### src/rtl/id_ex_stage_pkg.sv
// Shared encodings for the ID/EX stage: ALU op reused by bubbles, operand-B
// source codes and forwarding select codes.
package id_ex_stage_pkg;

    localparam logic [3:0] ALU_ADD = 4'd2;

    typedef enum logic [1:0] {
        ALUSRC_RT    = 2'b00,
        ALUSRC_SIMM  = 2'b01,
        ALUSRC_ZIMM  = 2'b10,
        ALUSRC_SHAMT = 2'b11
    } alusrc_e;

    typedef enum logic [1:0] {
        FWD_REG   = 2'b00,
        FWD_EXMEM = 2'b01,
        FWD_MEMWB = 2'b10
    } fwd_sel_e;

endpackage

### src/rtl/id_ex_stage_fwd_mux.sv
// Combinational operand forwarding for one source register: EX/MEM first,
// then MEM/WB, else the value read from the register file.
module id_ex_stage_fwd_mux
    import id_ex_stage_pkg::*;
#(
    parameter int DW = 32,
    parameter int RW = 5
) (
    input  logic [RW-1:0] idx_i,
    input  logic [DW-1:0] reg_data_i,
    input  logic          exmem_regwrite_i,
    input  logic [RW-1:0] exmem_wreg_i,
    input  logic [DW-1:0] exmem_result_i,
    input  logic          memwb_regwrite_i,
    input  logic [RW-1:0] memwb_wreg_i,
    input  logic [DW-1:0] memwb_result_i,
    output logic [DW-1:0] data_o,
    output fwd_sel_e      sel_o
);

    // r0 is hard-wired to zero, so a producer targeting it is never a source
    always_comb begin
        sel_o = FWD_REG;
        if (exmem_regwrite_i && (exmem_wreg_i != '0) && (exmem_wreg_i == idx_i)) begin
            sel_o = FWD_EXMEM;
        end else if (memwb_regwrite_i && (memwb_wreg_i != '0) && (memwb_wreg_i == idx_i)) begin
            sel_o = FWD_MEMWB;
        end
    end

    always_comb begin
        data_o = reg_data_i;
        case (sel_o)
            FWD_EXMEM: data_o = exmem_result_i;
            FWD_MEMWB: data_o = memwb_result_i;
            default:   data_o = reg_data_i;
        endcase
    end

endmodule

### src/rtl/id_ex_stage.sv
// ID/EX pipeline register with RAW forwarding, operand selection for the ALU
// and single-bubble load-use hazard insertion.
module id_ex_stage
    import id_ex_stage_pkg::*;
#(
    parameter int DW = 32,
    parameter int RW = 5
) (
    input  logic          clk,
    input  logic          rst_n,
    input  logic          stall_i,
    input  logic          flush_i,
    input  logic          id_valid_i,
    input  logic [RW-1:0] id_rs_i,
    input  logic [RW-1:0] id_rt_i,
    input  logic [DW-1:0] id_rs_data_i,
    input  logic [DW-1:0] id_rt_data_i,
    input  logic [15:0]   id_imm_i,
    input  logic [4:0]    id_shamt_i,
    input  logic [3:0]    id_aluop_i,
    input  logic          id_srca_rt_i,
    input  logic [1:0]    id_alusrc_i,
    input  logic [RW-1:0] id_wreg_i,
    input  logic          id_regwrite_i,
    input  logic          id_memread_i,
    input  logic          id_memwrite_i,
    input  logic          exmem_regwrite_i,
    input  logic [RW-1:0] exmem_wreg_i,
    input  logic [DW-1:0] exmem_result_i,
    input  logic          memwb_regwrite_i,
    input  logic [RW-1:0] memwb_wreg_i,
    input  logic [DW-1:0] memwb_result_i,
    output logic [DW-1:0] srca_o,
    output logic [DW-1:0] srcb_o,
    output logic [3:0]    aluop_o,
    output logic [DW-1:0] ex_rt_data_o,
    output logic          ex_valid_o,
    output logic          ex_regwrite_o,
    output logic          ex_memread_o,
    output logic          ex_memwrite_o,
    output logic [RW-1:0] ex_wreg_o,
    output logic          load_use_o
);

    typedef struct packed {
        logic          valid;
        logic          regwrite;
        logic          memread;
        logic          memwrite;
        logic [3:0]    aluop;
        logic          srca_rt;
        alusrc_e       alusrc;
        logic [RW-1:0] rs;
        logic [RW-1:0] rt;
        logic [RW-1:0] wreg;
        logic [DW-1:0] rs_data;
        logic [DW-1:0] rt_data;
        logic [15:0]   imm;
        logic [4:0]    shamt;
    } ex_t;

    ex_t           ex_d, ex_q, bubble, capture;
    logic [DW-1:0] rs_fwd, rt_fwd;
    fwd_sel_e      rs_sel_unused, rt_sel_unused;

    // Hazard is not masked by flush; upstream discards it in that case
    always_comb begin
        load_use_o = ex_q.memread && (ex_q.wreg != '0) && id_valid_i &&
                     ((id_rs_i == ex_q.wreg) || (id_rt_i == ex_q.wreg));
    end

    always_comb begin
        bubble       = '0;
        bubble.aluop = ALU_ADD;

        capture.valid    = id_valid_i;
        capture.regwrite = id_valid_i & id_regwrite_i;
        capture.memread  = id_valid_i & id_memread_i;
        capture.memwrite = id_valid_i & id_memwrite_i;
        capture.aluop    = id_aluop_i;
        capture.srca_rt  = id_srca_rt_i;
        capture.alusrc   = alusrc_e'(id_alusrc_i);
        capture.rs       = id_rs_i;
        capture.rt       = id_rt_i;
        capture.wreg     = id_wreg_i;
        capture.rs_data  = id_rs_data_i;
        capture.rt_data  = id_rt_data_i;
        capture.imm      = id_imm_i;
        capture.shamt    = id_shamt_i;

        // Stall outranks load-use so a held load keeps its hazard alive
        ex_d = ex_q;
        if (flush_i) begin
            ex_d = bubble;
        end else if (stall_i) begin
            ex_d = ex_q;
        end else if (load_use_o) begin
            ex_d = bubble;
        end else begin
            ex_d = capture;
        end
    end

    always_ff @(posedge clk or negedge rst_n) begin
        if (!rst_n) begin
            ex_q       <= '0;
            ex_q.aluop <= ALU_ADD;
        end else begin
            ex_q <= ex_d;
        end
    end

    id_ex_stage_fwd_mux #(.DW(DW), .RW(RW)) u_fwd_rs (
        .idx_i            (ex_q.rs),
        .reg_data_i       (ex_q.rs_data),
        .exmem_regwrite_i (exmem_regwrite_i),
        .exmem_wreg_i     (exmem_wreg_i),
        .exmem_result_i   (exmem_result_i),
        .memwb_regwrite_i (memwb_regwrite_i),
        .memwb_wreg_i     (memwb_wreg_i),
        .memwb_result_i   (memwb_result_i),
        .data_o           (rs_fwd),
        .sel_o            (rs_sel_unused)
    );

    id_ex_stage_fwd_mux #(.DW(DW), .RW(RW)) u_fwd_rt (
        .idx_i            (ex_q.rt),
        .reg_data_i       (ex_q.rt_data),
        .exmem_regwrite_i (exmem_regwrite_i),
        .exmem_wreg_i     (exmem_wreg_i),
        .exmem_result_i   (exmem_result_i),
        .memwb_regwrite_i (memwb_regwrite_i),
        .memwb_wreg_i     (memwb_wreg_i),
        .memwb_result_i   (memwb_result_i),
        .data_o           (rt_fwd),
        .sel_o            (rt_sel_unused)
    );

    always_comb begin
        srca_o = ex_q.srca_rt ? rt_fwd : rs_fwd;
        case (ex_q.alusrc)
            ALUSRC_SIMM:  srcb_o = {{(DW-16){ex_q.imm[15]}}, ex_q.imm};
            ALUSRC_ZIMM:  srcb_o = {{(DW-16){1'b0}}, ex_q.imm};
            ALUSRC_SHAMT: srcb_o = {{(DW-5){1'b0}}, ex_q.shamt};
            default:      srcb_o = rt_fwd;
        endcase
    end

    assign aluop_o       = ex_q.aluop;
    assign ex_rt_data_o  = rt_fwd;
    assign ex_valid_o    = ex_q.valid;
    assign ex_regwrite_o = ex_q.regwrite;
    assign ex_memread_o  = ex_q.memread;
    assign ex_memwrite_o = ex_q.memwrite;
    assign ex_wreg_o     = ex_q.wreg;

endmodule
### config.mk
export PLATFORM = sky130hd
export DESIGN_NAME = id_ex_stage
export DESIGN_NICKNAME = d
export VERILOG_FILES = /design/src/rtl/id_ex_stage_pkg.sv /design/src/rtl/id_ex_stage_fwd_mux.sv /design/src/rtl/id_ex_stage.sv
export SDC_FILE = /design/constraint.sdc
export NUM_CORES = 1
export LEC_CHECK = 0
export BUFFER_PORTS_ARGS = -buffer_cell sky130_fd_sc_hd__buf_2
export CAP_MARGIN = 20
export CORE_ASPECT_RATIO = 0.8
export CORE_MARGIN = 2
export CORE_UTILIZATION = 49
export CTS_CLUSTER_SIZE = 25
export DETAILED_ROUTE_END_ITERATION = 10
export PLACE_DENSITY_LB_ADDON = 0.12
export SYNTH_ARGS = -nofsm -noshare
export SYNTH_HDL_FRONTEND = slang
export SYNTH_SLANG_ARGS = --single-unit
### constraint.sdc
create_clock -name clk -period 2.4 [get_ports clk]
set_clock_uncertainty 0.1 [all_clocks]
set_input_delay 0.12 -clock clk [delete_from_list [all_inputs] [get_ports clk]]
set_output_delay 0.12 -clock clk [all_outputs]
set_load 0.01 [all_outputs]
==> run_results.csv <==
group,metric,value,unit
floorplanning,dieArea,15070,um2
finish,nets,1350,
clock_network,cts_sinks,111,
timing,relSlewSlack,0.4111,
min_path,hold_path_class,"input port to asynchronous set/reset pin",
finish,fin_area,12430,um2
finish,drive_gt1_frac,0.4940,
clock_network,clockRootBuffer,"clkbuf_16",
placed_design,post-dp-hpwl,20100,um
placed_design,dp_slack,-0.04761,ns
global_route,antenna_found_initial,7,
power_and_ir_drop,p_clk_frac,0.286,
floorplanning,initial_core_util,0.5063,
flow_run,maxCapViolations,0,
synth,synth.area.top_cells,"dfrtp_1 40%, a22o_1 14%, a31oi_1 5.3%",
critical_path,worstPathMaxFanout,15,
power_and_ir_drop,p_leak,0.005685,uW
floorplanning,core_area,13650,um2
power_and_ir_drop,powerDensity,483.2,nW/um2
critical_path,cpPeakStageDelay,0.57,ns
power_and_ir_drop,vdd_ir_drop_max,0.5265,mV
synth,syn_area_per_cell,9.504,um2
clock_network,cts_buffers,9,
power_and_ir_drop,p_comb_frac,0.366,
synth,synth_nets,918,
synth,netlist_instances,727,
timing,finalSetupViolCount,97,
clock_network,clk_pin_slew,0.10,ns
clock_network,clock_latency,0.36,ns
clock_network,cts_tree,"built",
power_and_ir_drop,switchingPower,2187,uW
floorplanning,die_x,136.8,um
drt,avgViaCountPerCell,7.510,
critical_path,cp.arrival,2.80,ns
global_route,grt_pass1_wl,49580,um
drt,postRouteAntennaNets,0,
global_route,grt_usage,0.4347,
critical_path,cp-end-kind,"primary output",
drt,wl_per_cell,31.50,um
finish,seq_area,2784,um2
synth,synth_seq_area_share,0.4022,
synth,synth_cell_type_count,42,
floorplanning,die_h,110.2,um
placed_design,place_area,8922,um2
timing,rsz0062_at_grt,"yes",
placed_design,io_buffers,300,
timing,drv_slew,0,
global_route,gr-total-overflow,0,
drt,drt_iter0_drc,1892,
critical_path,cp_num_buf_inv,2,
synth,synth_top_cell_by_area,"dfrtp_1",
status,violations,"design-rule violations, negative setup slack",
placed_design,place.gp.congestion,1.097,
synth,ys_ff_latch,111,
power_and_ir_drop,power_frac_seq,0.348,
timing,fin_crit,3.017,ns
synth,synth-edff-count,0,
synth,synth_top_cell_area_share,0.3984,
finish,fillCellCount,505,
power_and_ir_drop,intPower,3818,uW
synth,yosys_warnings,0,
finish,multiInputGateArea,4825,um2
timing,max_freq,331.4,MHz
timing,finalCritPeriodShare,1.257,
drt,drtPass1Iterations,11,
drt,routed_wl,42500,um
critical_path,startpoint_type,"register",
status,status,"finished, violations left",
finish,syn_to_final_growth,79.84,%
power_and_ir_drop,switching_share,0.3642,
global_route,grt_start_max_net_pins,112,
placed_design,dp.cells,1175,
critical_path,crit_slowest_cell,"o21ai_0",
finish,final_cells,1349,
clock_network,htree_levels,3,
synth,syn_area,6909,um2
floorplanning,num_rows,38,
critical_path,worstSetupPathType,"register to primary output",
timing,hold_viol,0,
critical_path,worstPathCellList,"xnor2_2 -> nand3_2 -> or4_4 -> buf_12 -> o21ai_0 -> o2bb2ai_1 -> buf_2",
synth,synth_flop_cell,"dfrtp_1",
timing,tightestPinTransition,0.8833,ns
drt,vias,10130,
global_route,grt_pass1_vias,8683,
power_and_ir_drop,finalPower,6005,uW
drt,drc,2,
critical_path,critPathRequiredTime,2.18,ns
clock_network,clk_path_buf_depth,2,
critical_path,critical-path-top-delay-family,"compound AO/OA/AOI/OAI gates",
timing,fin_ws,-0.6174,ns
floorplanning,pin_count,301,
synth,synth-async-reset-ratio,1.000,
==> sequential cells by signal (all words and copies together), names as in the netlist <==
register,count
ex_q,98
ex_wreg_o,5
aluop_o,4
ex_memread_o,1
ex_memwrite_o,1
ex_regwrite_o,1
ex_valid_o,1
==> cell families after synthesis <==
kind of cell           count (synthesis)  share of synthesized area
AO/OA/AOI/OAI                        357                     0.3971
buffers and inverters                131                    0.08348
flip-flops                           111                     0.4022
AND/OR/NAND/NOR                       98                    0.07914
XOR/XNOR                              30                    0.03803
==> metrics by stage <==
step	setup TNS, ns	hold slack (ns)	util
after floorplan	0	-0.2756	-
after global placement	-0.01694	0.009602	0.6539
after detailed placement	-0.04761	0.01098	0.6539
after CTS	-15.84	0.1745	0.8257
after global routing	-31.76	0.2116	0.9106
final	-26.04	0.1590	0.9106
==> per-layer routing <==
metal / up-vias / global-route usage / part of all wire
met2: 1283 / 0.6586 / 0.41
met5: - / 0 / 0.0031
met4: 8 / 0.1659 / 0.088
met1: 4675 / 0.5783 / 0.34
li1: 3722 / - / -
met3: 443 / 0.1454 / 0.16
==> final timing paths <==
| kind | from | end | slack [ns] | cells after the start |
|---|---|---|---|---|
| setup / recovery | ex_q[98]$_DFFE_PN0P_ | srca_o[9] | -0.62 | 7 |
| hold / removal | rst_n | ex_q[2]$_DFFE_PN0P_ | 0.16 | 2 |
| setup reg to reg | ex_wreg_o[2]$_DFFE_PN0P_ | ex_q[12]$_DFFE_PN0P_ | -0.04 | 6 |
| hold reg to reg | ex_memwrite_o$_DFFE_PN0P_ | ex_memwrite_o$_DFFE_PN0P_ | 0.40 | 1 |
| max in group asynchronous | rst_n | ex_q[34]$_DFFE_PN0P_ | 1.16 | 3 |
| min in group clk | stall_i | aluop_o[1]$_DFFE_PN1P_ | 0.21 | 4 |
==> synth_stat cells, types with 8 or more instances <==
| library cell | count |
|---|---|
| a211oi_1 | 31 |
| a21bo_1 | 8 |
| a21o_1 | 16 |
| a22o_1 | 107 |
| a31oi_1 | 58 |
| buf_2 | 23 |
| buf_4 | 11 |
| clkbuf_1 | 59 |
| dfrtp_1 | 110 |
| inv_1 | 34 |
| nand4_1 | 33 |
| nor3_1 | 33 |
| o21ai_0 | 44 |
| o2bb2ai_1 | 30 |
| o31ai_1 | 32 |
| xnor2_1 | 18 |
| xor2_1 | 12 |
==> power groups by stage <==
stage	Clock, uW	Sequential, uW	Combinational, uW
6_report	1710	2090	2200
5_1_grt	1780	2100	2230
4_1_cts	1650	2060	1720
3_5_place_dp	0	2080	1370
3_3_place_gp	0	2080	1360
2_1_floorplan	0	2060	694
==> final cells by class <==
cell class	instances	area share
Timing Repair Buffer	518	0.3323
Sequential cell	111	0.2240
Antenna cell	5	0.001007
Multi-Input combinational cell	485	0.3883
Clock buffer	10	0.01923
Inverter	34	0.01027
Tap cell	180	0.01813
Clock inverter	6	0.006747
==> worst register-to-register path, stage by stage, from the launching register on <==
cell      delay, ns
dfrtp_2        0.46
or3_1          0.37
o311a_1        0.36
a211oi_4       0.34
buf_12         0.22
buf_12         0.16
a22o_1         0.34
==> timing repair <==
action	in CTS	in global routing
resized for setup	109	161
pin swaps	29	49
hold buffers	112	0
setup endpoints to repair	96	97
buffers inserted	14	15
hold endpoints to repair	142	0
cloned	4	9
==> cell usage in the layout (no fill, tap or decap), drive strengths merged, types with 2 or more instances in the layout <==
master       netlist  layout
o31ai             32      32
and2               3       3
nand4             33      33
o21a               7       7
a22o             107     107
o211a              2       2
a21oi              2       2
dlygate4sd3        0     112
a2111o             2       2
inv               34      38
and3               3       3
or4                3       3
o21ai             46      46
nor3              33      33
diode              0       5
dfrtp            110     110
nor2b              4       4
a211oi            31      31
buf               38     398
a21bo              8       8
a21o              16      16
a32o               3       3
nand2              2       2
xnor2             18      18
a221o              6       6
a31oi             62      62
or3                2       2
nor2               7       7
clkbuf            59      18
nand3              5       5
or2                2       2
o2bb2ai           30      30
xor2              12      12
No activity file was read; power rests on OpenSTA's default activity.
